### config.mk
export PLATFORM = sky130hd
export DESIGN_NAME = fft32_axis_stream_exerciser
export DESIGN_NICKNAME = d
export VERILOG_FILES = /design/src/rtl/fft32_tb_pkg.sv /design/src/rtl/fft32_axis_throttle.sv /design/src/rtl/fft32_axis_stream_exerciser.sv
export SDC_FILE = /design/constraint.sdc
export NUM_CORES = 1
export LEC_CHECK = 0
export BUFFER_PORTS_ARGS = -buffer_cell sky130_fd_sc_hd__clkbuf_2
export CORE_MARGIN = 2
export CORE_UTILIZATION = 35
export DETAILED_ROUTE_END_ITERATION = 6
export SLEW_MARGIN = 20
export SYNTH_ARGS = -nofsm -noshare
export SYNTH_HDL_FRONTEND = slang
export SYNTH_SLANG_ARGS = --single-unit
### constraint.sdc
create_clock -name ap_clk -period 3.8 [get_ports ap_clk]
set_clock_uncertainty 0.1 [all_clocks]
set_input_delay 0 -clock ap_clk [delete_from_list [all_inputs] [get_ports ap_clk]]
set_output_delay 0 -clock ap_clk [all_outputs]
set_load 0.05 [all_outputs]
### src/rtl/fft32_tb_pkg.sv
// -----------------------------------------------------------------------------
// fft32_tb_pkg
// Shared definitions for the fft32 AXI-Stream exerciser: default stream width
// and frame length, the exerciser state encoding and the bit positions
// inside the stall_src flag.
// No ports (package).
// -----------------------------------------------------------------------------
package fft32_tb_pkg;

    // TDATA layout is {imag[31:0], real[31:0]}
    localparam int FFT_DATA_W    = 64;
    localparam int FFT_FRAME_LEN = 32;

    typedef enum logic [1:0] {
        ST_IDLE  = 2'd0,
        ST_RUN   = 2'd1,
        ST_DONE  = 2'd2,
        ST_STALL = 2'd3
    } state_t;

    // stall_src bit meaning
    localparam int STALL_SRC_IN  = 0;  // in_stream offered but not accepted
    localparam int STALL_SRC_OUT = 1;  // frames outstanding, nothing returned

endpackage

### src/rtl/fft32_axis_throttle.sv
// -----------------------------------------------------------------------------
// fft32_axis_throttle
// 8-bit rotating gate pattern. Loaded in one cycle, then rotated right by one
// position on every enabled cycle; bit 0 is the current gate.
// Ports:
//   clk          in   clock
//   rst          in   synchronous active-high reset (clears the pattern)
//   load         in   load load_pattern this cycle (has priority over en)
//   load_pattern in 8 pattern to load
//   en           in   rotate right this cycle
//   gate         out  current pattern bit 0
// -----------------------------------------------------------------------------
module fft32_axis_throttle (
    input  logic       clk,
    input  logic       rst,
    input  logic       load,
    input  logic [7:0] load_pattern,
    input  logic       en,
    output logic       gate
);

    logic [7:0] pattern;

    always_ff @(posedge clk) begin
        if (rst) begin
            pattern <= 8'h00;
        end else if (load) begin
            pattern <= load_pattern;
        end else if (en) begin
            pattern <= {pattern[0], pattern[7:1]};
        end
    end

    assign gate = pattern[0];

endmodule

### src/rtl/fft32_axis_stream_exerciser.sv
// -----------------------------------------------------------------------------
// fft32_axis_stream_exerciser
// Bring-up companion for the fft32 kernel: sources numbered FRAME_LEN-sample
// frames into the kernel's in_stream, sinks its out_stream with programmable
// backpressure, counts frames both ways, checks TLAST placement and runs a
// progress watchdog that reports which side stopped moving.
// Ports:
//   ap_clk, ap_rst            clock, synchronous active-high reset
//   start                     one-cycle pulse, begins a run from IDLE
//   num_frames[15:0]          frames per run (latched on start)
//   vld_pattern[7:0]          source valid throttle (latched on start)
//   rdy_pattern[7:0]          sink ready throttle (latched on start)
//   in_stream_T*              AXI-Stream master towards the kernel
//   out_stream_T*             AXI-Stream slave from the kernel
//   busy                      run in progress
//   done                      one-cycle completion pulse
//   frames_sent, frames_recv  completed frame counters
//   tlast_err                 sticky TLAST misplacement flag
//   stall, stall_src[1:0]     sticky watchdog flag and its cause
// -----------------------------------------------------------------------------
module fft32_axis_stream_exerciser
    import fft32_tb_pkg::*;
#(
    parameter int DATA_W      = FFT_DATA_W,
    parameter int FRAME_LEN   = FFT_FRAME_LEN,
    parameter int WDOG_CYCLES = 4096
) (
    input  logic              ap_clk,
    input  logic              ap_rst,
    input  logic              start,
    input  logic [15:0]       num_frames,
    input  logic [7:0]        vld_pattern,
    input  logic [7:0]        rdy_pattern,
    output logic [DATA_W-1:0] in_stream_TDATA,
    output logic              in_stream_TVALID,
    input  logic              in_stream_TREADY,
    output logic              in_stream_TLAST,
    input  logic [DATA_W-1:0] out_stream_TDATA,
    input  logic              out_stream_TVALID,
    output logic              out_stream_TREADY,
    input  logic              out_stream_TLAST,
    output logic              busy,
    output logic              done,
    output logic [15:0]       frames_sent,
    output logic [15:0]       frames_recv,
    output logic              tlast_err,
    output logic              stall,
    output logic [1:0]        stall_src
);

    localparam int IDX_W = (FRAME_LEN > 1) ? $clog2(FRAME_LEN) : 1;
    localparam int WD_W  = $clog2(WDOG_CYCLES) + 1;
    localparam logic [IDX_W-1:0] LAST_IDX = IDX_W'(FRAME_LEN - 1);
    localparam logic [WD_W-1:0]  WD_LIMIT = WD_W'(WDOG_CYCLES - 1);

    state_t            state, state_next;
    logic [15:0]       num_q;
    logic [15:0]       sent_q, recv_q;
    logic [15:0]       sent_next, recv_next;
    logic [IDX_W-1:0]  sample_idx, beat_idx;
    logic [WD_W-1:0]   wd_q, wd_inc;
    logic              tvalid_q, tready_q;
    logic              tvalid_next, tready_next;
    logic              tlast_err_q, stall_q;
    logic [1:0]        stall_src_q;
    logic              vld_gate, rdy_gate;
    logic              accept_start, stay_run;
    logic              hs_in, hs_out, last_in, wd_expire;
    logic              unused_tdata;

    // The kernel's result data is not inspected here
    assign unused_tdata = ^out_stream_TDATA;

    assign accept_start = (state == ST_IDLE) && start;

    fft32_axis_throttle u_vld_throttle (
        .clk          (ap_clk),
        .rst          (ap_rst),
        .load         (accept_start),
        .load_pattern (vld_pattern),
        .en           (state == ST_RUN),
        .gate         (vld_gate)
    );

    fft32_axis_throttle u_rdy_throttle (
        .clk          (ap_clk),
        .rst          (ap_rst),
        .load         (accept_start),
        .load_pattern (rdy_pattern),
        .en           (state == ST_RUN),
        .gate         (rdy_gate)
    );

    assign hs_in     = tvalid_q & in_stream_TREADY;
    assign hs_out    = out_stream_TVALID & tready_q;
    assign last_in   = (sample_idx == LAST_IDX);
    assign sent_next = sent_q + 16'(hs_in & last_in);
    assign recv_next = recv_q + 16'(hs_out & out_stream_TLAST);
    assign wd_inc    = wd_q + WD_W'(1);
    // Expiry fires on the edge that would load WDOG_CYCLES-1 into the counter
    assign wd_expire = (state == ST_RUN) && !(hs_in || hs_out) && (wd_inc == WD_LIMIT);

    // ---- state register ----
    always_ff @(posedge ap_clk) begin
        if (ap_rst) begin
            state <= ST_IDLE;
        end else begin
            state <= state_next;
        end
    end

    // ---- next state, status and next handshake controls ----
    always_comb begin
        state_next  = state;
        busy        = 1'b0;
        done        = 1'b0;
        stay_run    = 1'b0;
        tvalid_next = 1'b0;
        tready_next = 1'b0;

        case (state)
            ST_IDLE: begin
                if (start) begin
                    state_next = (num_frames == 16'd0) ? ST_DONE : ST_RUN;
                end
            end
            ST_RUN: begin
                // A final receive beats a simultaneous watchdog expiry
                if (recv_next == num_q) begin
                    state_next = ST_DONE;
                end else if (wd_expire) begin
                    state_next = ST_STALL;
                end
            end
            ST_DONE:  state_next = ST_IDLE;
            ST_STALL: state_next = ST_STALL;
            default:  state_next = ST_IDLE;
        endcase

        busy     = (state == ST_RUN);
        done     = (state == ST_DONE);
        stay_run = (state == ST_RUN) && (state_next == ST_RUN);

        if (stay_run) begin
            // An offered beat is never withdrawn; the pattern only gates new offers
            if (tvalid_q && !in_stream_TREADY) begin
                tvalid_next = 1'b1;
            end else begin
                tvalid_next = (sent_next < num_q) && vld_gate;
            end
            tready_next = (recv_next < num_q) && rdy_gate;
        end
    end

    // ---- counters, handshake registers, watchdog ----
    always_ff @(posedge ap_clk) begin
        if (ap_rst) begin
            num_q       <= 16'd0;
            sent_q      <= 16'd0;
            recv_q      <= 16'd0;
            sample_idx  <= '0;
            beat_idx    <= '0;
            tvalid_q    <= 1'b0;
            tready_q    <= 1'b0;
            tlast_err_q <= 1'b0;
            stall_q     <= 1'b0;
            stall_src_q <= 2'b00;
            wd_q        <= '0;
        end else begin
            if (accept_start) begin
                num_q       <= num_frames;
                sent_q      <= 16'd0;
                recv_q      <= 16'd0;
                sample_idx  <= '0;
                beat_idx    <= '0;
                tlast_err_q <= 1'b0;
            end else begin
                if (hs_in) begin
                    sample_idx <= last_in ? '0 : sample_idx + IDX_W'(1);
                    sent_q     <= sent_next;
                end
                if (hs_out) begin
                    // beat_idx only realigns on a received TLAST
                    beat_idx <= out_stream_TLAST ? '0 : beat_idx + IDX_W'(1);
                    recv_q   <= recv_next;
                    if (out_stream_TLAST != (beat_idx == LAST_IDX)) begin
                        tlast_err_q <= 1'b1;
                    end
                end
            end

            tvalid_q <= tvalid_next;
            tready_q <= tready_next;

            if ((state != ST_RUN) || hs_in || hs_out) begin
                wd_q <= '0;
            end else begin
                wd_q <= wd_inc;
            end

            if ((state == ST_RUN) && (state_next == ST_STALL)) begin
                stall_q                    <= 1'b1;
                stall_src_q[STALL_SRC_IN]  <= tvalid_q & ~in_stream_TREADY;
                stall_src_q[STALL_SRC_OUT] <= (recv_q < sent_q) & ~out_stream_TVALID;
            end
        end
    end

    assign in_stream_TDATA   = DATA_W'({32'(sample_idx), 16'h0000, sent_q});
    assign in_stream_TVALID  = tvalid_q;
    assign in_stream_TLAST   = last_in;
    assign out_stream_TREADY = tready_q;
    assign frames_sent       = sent_q;
    assign frames_recv       = recv_q;
    assign tlast_err         = tlast_err_q;
    assign stall             = stall_q;
    assign stall_src         = stall_src_q;

endmodule

==> results of run 1 <==
worst max-delay path, stage by stage (launching register included):
cell	delay [ns]
dfxtp_4	0.36
ha_2	0.17
and3_1	0.20
ha_4	0.14
and3_4	0.20
ha_4	0.14
nand3_4	0.11
or4_4	0.45
or2_4	0.28
nor2_1	0.13
xnor2_1	0.18
ha_1	0.29
and3_1	0.20
a22o_1	0.20
o31ai_1	0.19
nor4b_2	0.22
what timing repair did:
item / CTS / global route
endpoints found under the hold margin: 36 / 0
gates resized for setup: 0 / 3
hold buffers: 34 / 0
setup endpoints to repair: 0 / 5
worst max path at each step:
stage                            startpoint                          end  slack, ns
2_1_floorplan    sample_idx[0]$_SDFFE_PP0N_  in_stream_TVALID$_SDFF_PP0_       0.02
3_3_place_gp     sample_idx[0]$_SDFFE_PP0N_  in_stream_TVALID$_SDFF_PP0_       0.20
3_5_place_dp     sample_idx[0]$_SDFFE_PP0N_  in_stream_TVALID$_SDFF_PP0_       0.14
4_1_cts          sample_idx[0]$_SDFFE_PP0N_  in_stream_TVALID$_SDFF_PP0_       0.10
5_1_grt        out_stream_TREADY$_SDFF_PP0_    stall_src[1]$_SDFFE_PP0P_      0.001
6_report         sample_idx[0]$_SDFFE_PP0N_  in_stream_TVALID$_SDFF_PP0_       0.18
report_power, final:
group	total [uW]	switching, uW	internal [uW]	leakage, uW
combinational	371	253	118	0.00222
clock	1010	429	585	0.000161
sequential	1060	28.6	1030	0.000775
total	2440	711	1730	0.00316
registers in the layout, summed over array words and instances, names as in the netlist, 5 cells and up:
register / cells
wd_q: 13
num_q: 16
beat_idx: 5
frames_sent: 16
sample_idx: 5
frames_recv: 16
u_vld_throttle.pattern: 8
u_rdy_throttle.pattern: 8
cell usage in the layout, fill, tap and decap left out, types with 9 or more instances in the layout:
master and n:
nand3_1 16, nand2_1 85, clkbuf_2 99, nand4_1 14, dlygate4sd3_1 34, inv_1 53
o21ai_0 19, a21oi_1 67, xnor2_1 40, clkbuf_16 9, nand2b_1 10, nor3_1 27
conb_1 43, or3_1 16, buf_4 14, xor2_1 23, nor2_1 100, dfxtp_1 91
ha_1 53
kinds of logic after synthesis:
kind of cell / count (synthesis) / synth area share [%]
DFF: 95 / 30.33
other: 1 / 0.05980
adders and majority gates: 56 / 11.17
xor gates and xnor gates: 63 / 8.799
AOI/OAI and AO/OA: 120 / 11.59
and+or+nand+nor: 322 / 25.64
muxes: 1 / 0.1596
buffers and inverters: 142 / 12.25
per-stage QoR:
stage	power (uW)	instances	utilization [%]	cell area [um2]
after floorplan	1376	842	-	6462
after global placement	1419	1091	38.93	6780
after detailed placement	1423	1091	38.93	6780
after CTS	2466	1141	42.77	7450
after global routing	2565	1141	42.90	7471
final	2444	1141	42.90	7471
cell type report:
cell class / count / area share [%]
inverter: 53 / 2.663
timing repair buffer: 147 / 12.59
tap: 225 / 3.768
sequential: 95 / 25.59
multi-input combinational: 605 / 50.98
clock buffer: 9 / 3.015
clock inverter: 7 / 1.390
per-layer routing:
metal | global-route usage [%] | routed length (um)
met1 | 21.21 | 6935
met2 | 28.82 | 7796
met3 | 3.801 | 661
met4 | 4.705 | 246
met5 | 0 | 0
==> run metrics, run 1 <==
r2r setup slk 0.18 ns; multi-input logic area 3809 um2; leakage 0.003157 uW; pre-CTS setup slack 0.1353 ns; vias in the first global route 4986; clk buf depth 2; hold path startpoint out_stream_TVALID; DR iter-0 viols 315; final worst slack 0.1795 ns; first-pass iteration count of the detailed router 5; total die area 19000 um2; total gr overflow 0; Vias/cell 4.811; detailed-route via count 5489; clock slew at reported path FFs 0.07 ns; Seq/Total Area, Yosys 30.33%; Worst EP arrival 3.79 ns; critical path launch point type flip-flop; Worst-Margin Slew 1.110 ns; n_diodes 0; VDD IR max 0.0002403 V; clk sink count 95; mapped cell area 6271 um2; min Tclk post-route 3.621 ns; Synth Register Bits 95; H-tree levels 3; EDFF count, synth 0; TritonCTS Buffers 9; RSZ-0062 raised after global routing false; wire length per cell 13.71 um; setup bufs post-CTS 0; FILL cells 1834; max frequency 276.2 MHz; reg2reg end in_stream_TVALID$_SDFF_PP0_; Syn. warnings 0; CTS tree done; Slew headroom 25.70%; ANT nets after route 0; largest net degree at the start of global routing 45; Synth Flop Type dfxtp_1; Synth area leaders dfxtp_1, ha_1, buf_4; root buffer cell clkbuf_16; Min Hold Slack 0.03264 ns; register area 1912 um2; final setup vio count 0; global-route wire length before repair 24890 um; final hold viol count 0; antenna violations before repair 0; cell count of the worst reg-to-reg path 15; row cnt 48; Final Max Slew Viols 0; number of max-cap violations 0; synthesis-to-layout area growth 19.13%; most frequent cell after synthesis nor2_1; # DRC 0; Buffers on Ports 99; Synth area leader dfxtp_1; drt total wl 15640 um; core area 17420 um2; die width 137.9 um; total negative slack 0 ns; detailed placement HPWL 11770 um; total track usage 16.84%; min-delay worst type in -> reg; WS Path Type reg -> reg; Starting Density 36.01%; share of cells above drive strength 1 17.14%; die height 137.9 um; cell count after synthesis 800; P per Cell Area 327.1 nW/um2; Cells on Worst Hold Path 3; worst hold endpoint stall_src[1]$_SDFFE_PP0P_; nets@finish 1069; FF-to-FF Start sample_idx[0]$_SDFFE_PP0N_; synth unique cells 58; CP Max Fanout 7; period utilization 95.28%; async set or reset register ratio after synthesis 0%; Req. time, crit path 3.97 ns; routability cong. 0.8296; Critical Path Sink Type flip-flop; average instance area after synthesis 7.839 um2; Clk Latency, worst-skew pair 0.36 ns; Post-synth top cells nor2_1, dfxtp_1, nand2_1; Synth top area share 30.33%; # IOs 207; status finished clean
(Power assumes the default switching activity.)
==> run 2, diff against run 1 <==
ABC_AREA = 1   (was not set)
==> run metrics, run 2 <==
status finished clean; Worst-Margin Slew 0.8530 ns; Buffers on Ports 99; VDD IR max 0.0002014 V; TritonCTS Buffers 9; async set or reset register ratio after synthesis 0%; switching share of total power 28.53%; largest stage delay on the critical path 0.38 ns; total power 2390 uW; H-tree levels 3; max frequency 278.4 MHz; P per Cell Area 324.8 nW/um2; min-delay worst type reg -> reg; cell count of the worst reg-to-reg path 26; Synth area leaders dfxtp_1, ha_1, nand2_1; largest net degree at the start of global routing 36; Seq pwr share 43.6%; ANT nets after route 0; Seq/Total Area, Yosys 31.42%; vias in the first global route 4944; share of cells above drive strength 1 17.76%; average instance area after synthesis 7.120 um2; drt total wl 14790 um; critical path launch point type flip-flop; RSZ-0062 raised after global routing true; Int Power 1708 uW; antenna violations before repair 0; final setup vio count 0; Clk Latency, worst-skew pair 0.35 ns; clk sink count 95; Critical Path Sink Type flip-flop; reg2reg end in_stream_TVALID$_SDFF_PP0_; most frequent cell after synthesis nand2_1; commonest non-fill, non-tap cell in the layout nand2_1; Slew headroom 43.07%; mapped cell area 6052 um2; clk buf depth 2; final hold viol count 0; Synth Flop Type dfxtp_1; Starting Density 35.36%; clock slew at reported path FFs 0.07 ns; multi-input logic area 3420 um2; Vias/cell 4.495; Final Max Slew Viols 0; CP Max Fanout 5; die height 135.5 um; DR iter-0 viols 231; power share of the clock group 40.4%; number of non-filler instances in the completed layout 1199; DP Cell Count 1140; cell count after synthesis 850; Critical-path top delay cell dfxtp_4; WP depth 26; first-pass iteration count of the detailed router 5; most frequent cells in the layout nand2_1, inv_1, clkbuf_2; CP endpoint in_stream_TVALID$_SDFF_PP0_; combinational power share 16.0%; Synth Register Bits 95; row cnt 48; die width 135.5 um; CTS tree done; total gr overflow 0; total track usage 16.26%; period utilization 94.52%; Syn. warnings 0; detailed-route via count 5389; r2r setup slk 0.21 ns; hold path startpoint stall$_SDFFE_PP0P_; crit path buf inv count 4; WS Path Type reg -> reg; register area 1909 um2; Req. time, crit path 3.97 ns; global-route wire length before repair 23670 um; n_diodes 0; FF-to-FF Start sample_idx[1]$_SDFFE_PP0N_; detailed placement HPWL 11060 um; # DRC 0; wire length per cell 12.33 um; Post-synth top cells nand2_1, inv_1, dfxtp_1; root buffer cell clkbuf_16; Worst EP arrival 3.77 ns; synth unique cells 38; synthesis-to-layout area growth 21.58%; routability cong. 0.8065; core area 17120 um2; Net Switching 681.7 uW; total die area 18360 um2; CP delay by family, top simple AND/OR/NAND/NOR gates; min Tclk post-route 3.592 ns; nets@finish 1127; most frequent CP cell nand2_1; Synth area leader dfxtp_1; FILL cells 1783; EDFF count, synth 0; Synth top area share 31.42%; # IOs 207; leakage 0.003442 uW; critical path startpoint sample_idx[1]$_SDFFE_PP0N_; number of max-cap violations 0
[run 2: cell count changes after synthesis, sizes merged, moves of 16 or more]
cell,previous run,this run
a21oi,67,83
o21ai,19,85
or3,16,0
nand2,85,149
inv,53,131
xnor2,40,3
nor2,102,73
[run 2: worst reg2reg max path, stage by stage (launching register included)]
cell and delay [ns]:
dfxtp_4 0.38, ha_4 0.13, nand2_1 0.05, nor2_1 0.11
ha_2 0.18, inv_1 0.05, nor2_1 0.10, ha_2 0.25
ha_4 0.15, nand2_1 0.07, nor2_1 0.13, inv_2 0.07
nor2_4 0.13, nand3_4 0.10, nor2_4 0.14, nand4_1 0.13
xor2_2 0.22, ha_1 0.28, nand2_1 0.06, inv_1 0.06
o21ai_1 0.08, nand2_1 0.09, a21oi_2 0.12, nand3_1 0.10
nand2_1 0.07, inv_1 0.04, nor3_2 0.14
[run 2: power by group through the flow]
stage,Sequential (uW),Combinational (uW),Clock [uW]
after floorplan,1070,293,0
after global placement,1070,337,0
after detailed placement,1070,340,0
after CTS,1040,376,992
after global routing,1040,423,1030
final,1040,382,966
[run 2: area by class of cell]
type | count | share of cell area [%]
clock buffer | 9 | 3.061
clock inverter | 7 | 1.190
inverter | 131 | 6.683
multi-input combinational | 587 | 46.47
sequential | 95 | 25.95
tap | 225 | 3.826
timing repair buffer | 145 | 12.82
[run 2: worst min-delay path by stage]
stage / end / slack [ns] / cells past startpoint
after floorplan: u_rdy_throttle.pattern[7]$_SDFFE_PP0P_ / 0.05 / 2
after global placement: u_vld_throttle.pattern[7]$_SDFFE_PP0P_ / 0.16 / 3
after detailed placement: u_vld_throttle.pattern[7]$_SDFFE_PP0P_ / 0.17 / 3
after CTS: tlast_err$_SDFFE_PP0P_ / 0.35 / 2
after global routing: u_vld_throttle.pattern[3]$_SDFFE_PP0P_ / 0.38 / 2
final: stall$_SDFFE_PP0P_ / 0.35 / 2
[run 2: per-stage QoR]
stage | TNS (ns) | utilization (%) | setup WS [ns] | instance area, um2 | hold WS [ns]
global route | -0.1133 | 42.99 | -0.1133 | 7358 | 0.3831
finish | 0 | 42.99 | 0.2084 | 7358 | 0.3487
CTS | 0 | 42.13 | 0.04712 | 7212 | 0.3527
detailed placement | 0 | 37.91 | 0.07649 | 6489 | 0.1732
global placement | 0 | 37.91 | 0.1764 | 6489 | 0.1649
floorplan | 0 | - | 0.05128 | 6215 | 0.05471
[run 2: cell families after synthesis]
family	after synthesis	share of synthesized area, %
AO/OA/AOI/OAI	183	15.84
XOR/XNOR	23	3.329
adder cells (fa/ha/maj)	56	11.58
buffers and inverters	210	16.81
flip-flops	95	31.42
other	1	0.06196
AND/OR/NAND/NOR	282	20.96
[run 2: timing repair]
action                                  in CTS  in global routing
gates resized for setup                      0                 27
endpoints found under the setup margin       0                  3
hold endpoints to repair                    42                  0
setup buffers                                0                  2
hold buffers                                41                  0
[run 2: per-layer routing]
layer | vias to the layer above | GRT usage (%) | wire (um)
li1 | 2880 | - | -
met1 | 2383 | 20.33 | 6812
met2 | 105 | 27.55 | 7163
met3 | 21 | 2.544 | 423
met4 | 0 | 7.465 | 389
met5 | - | 0 | 0
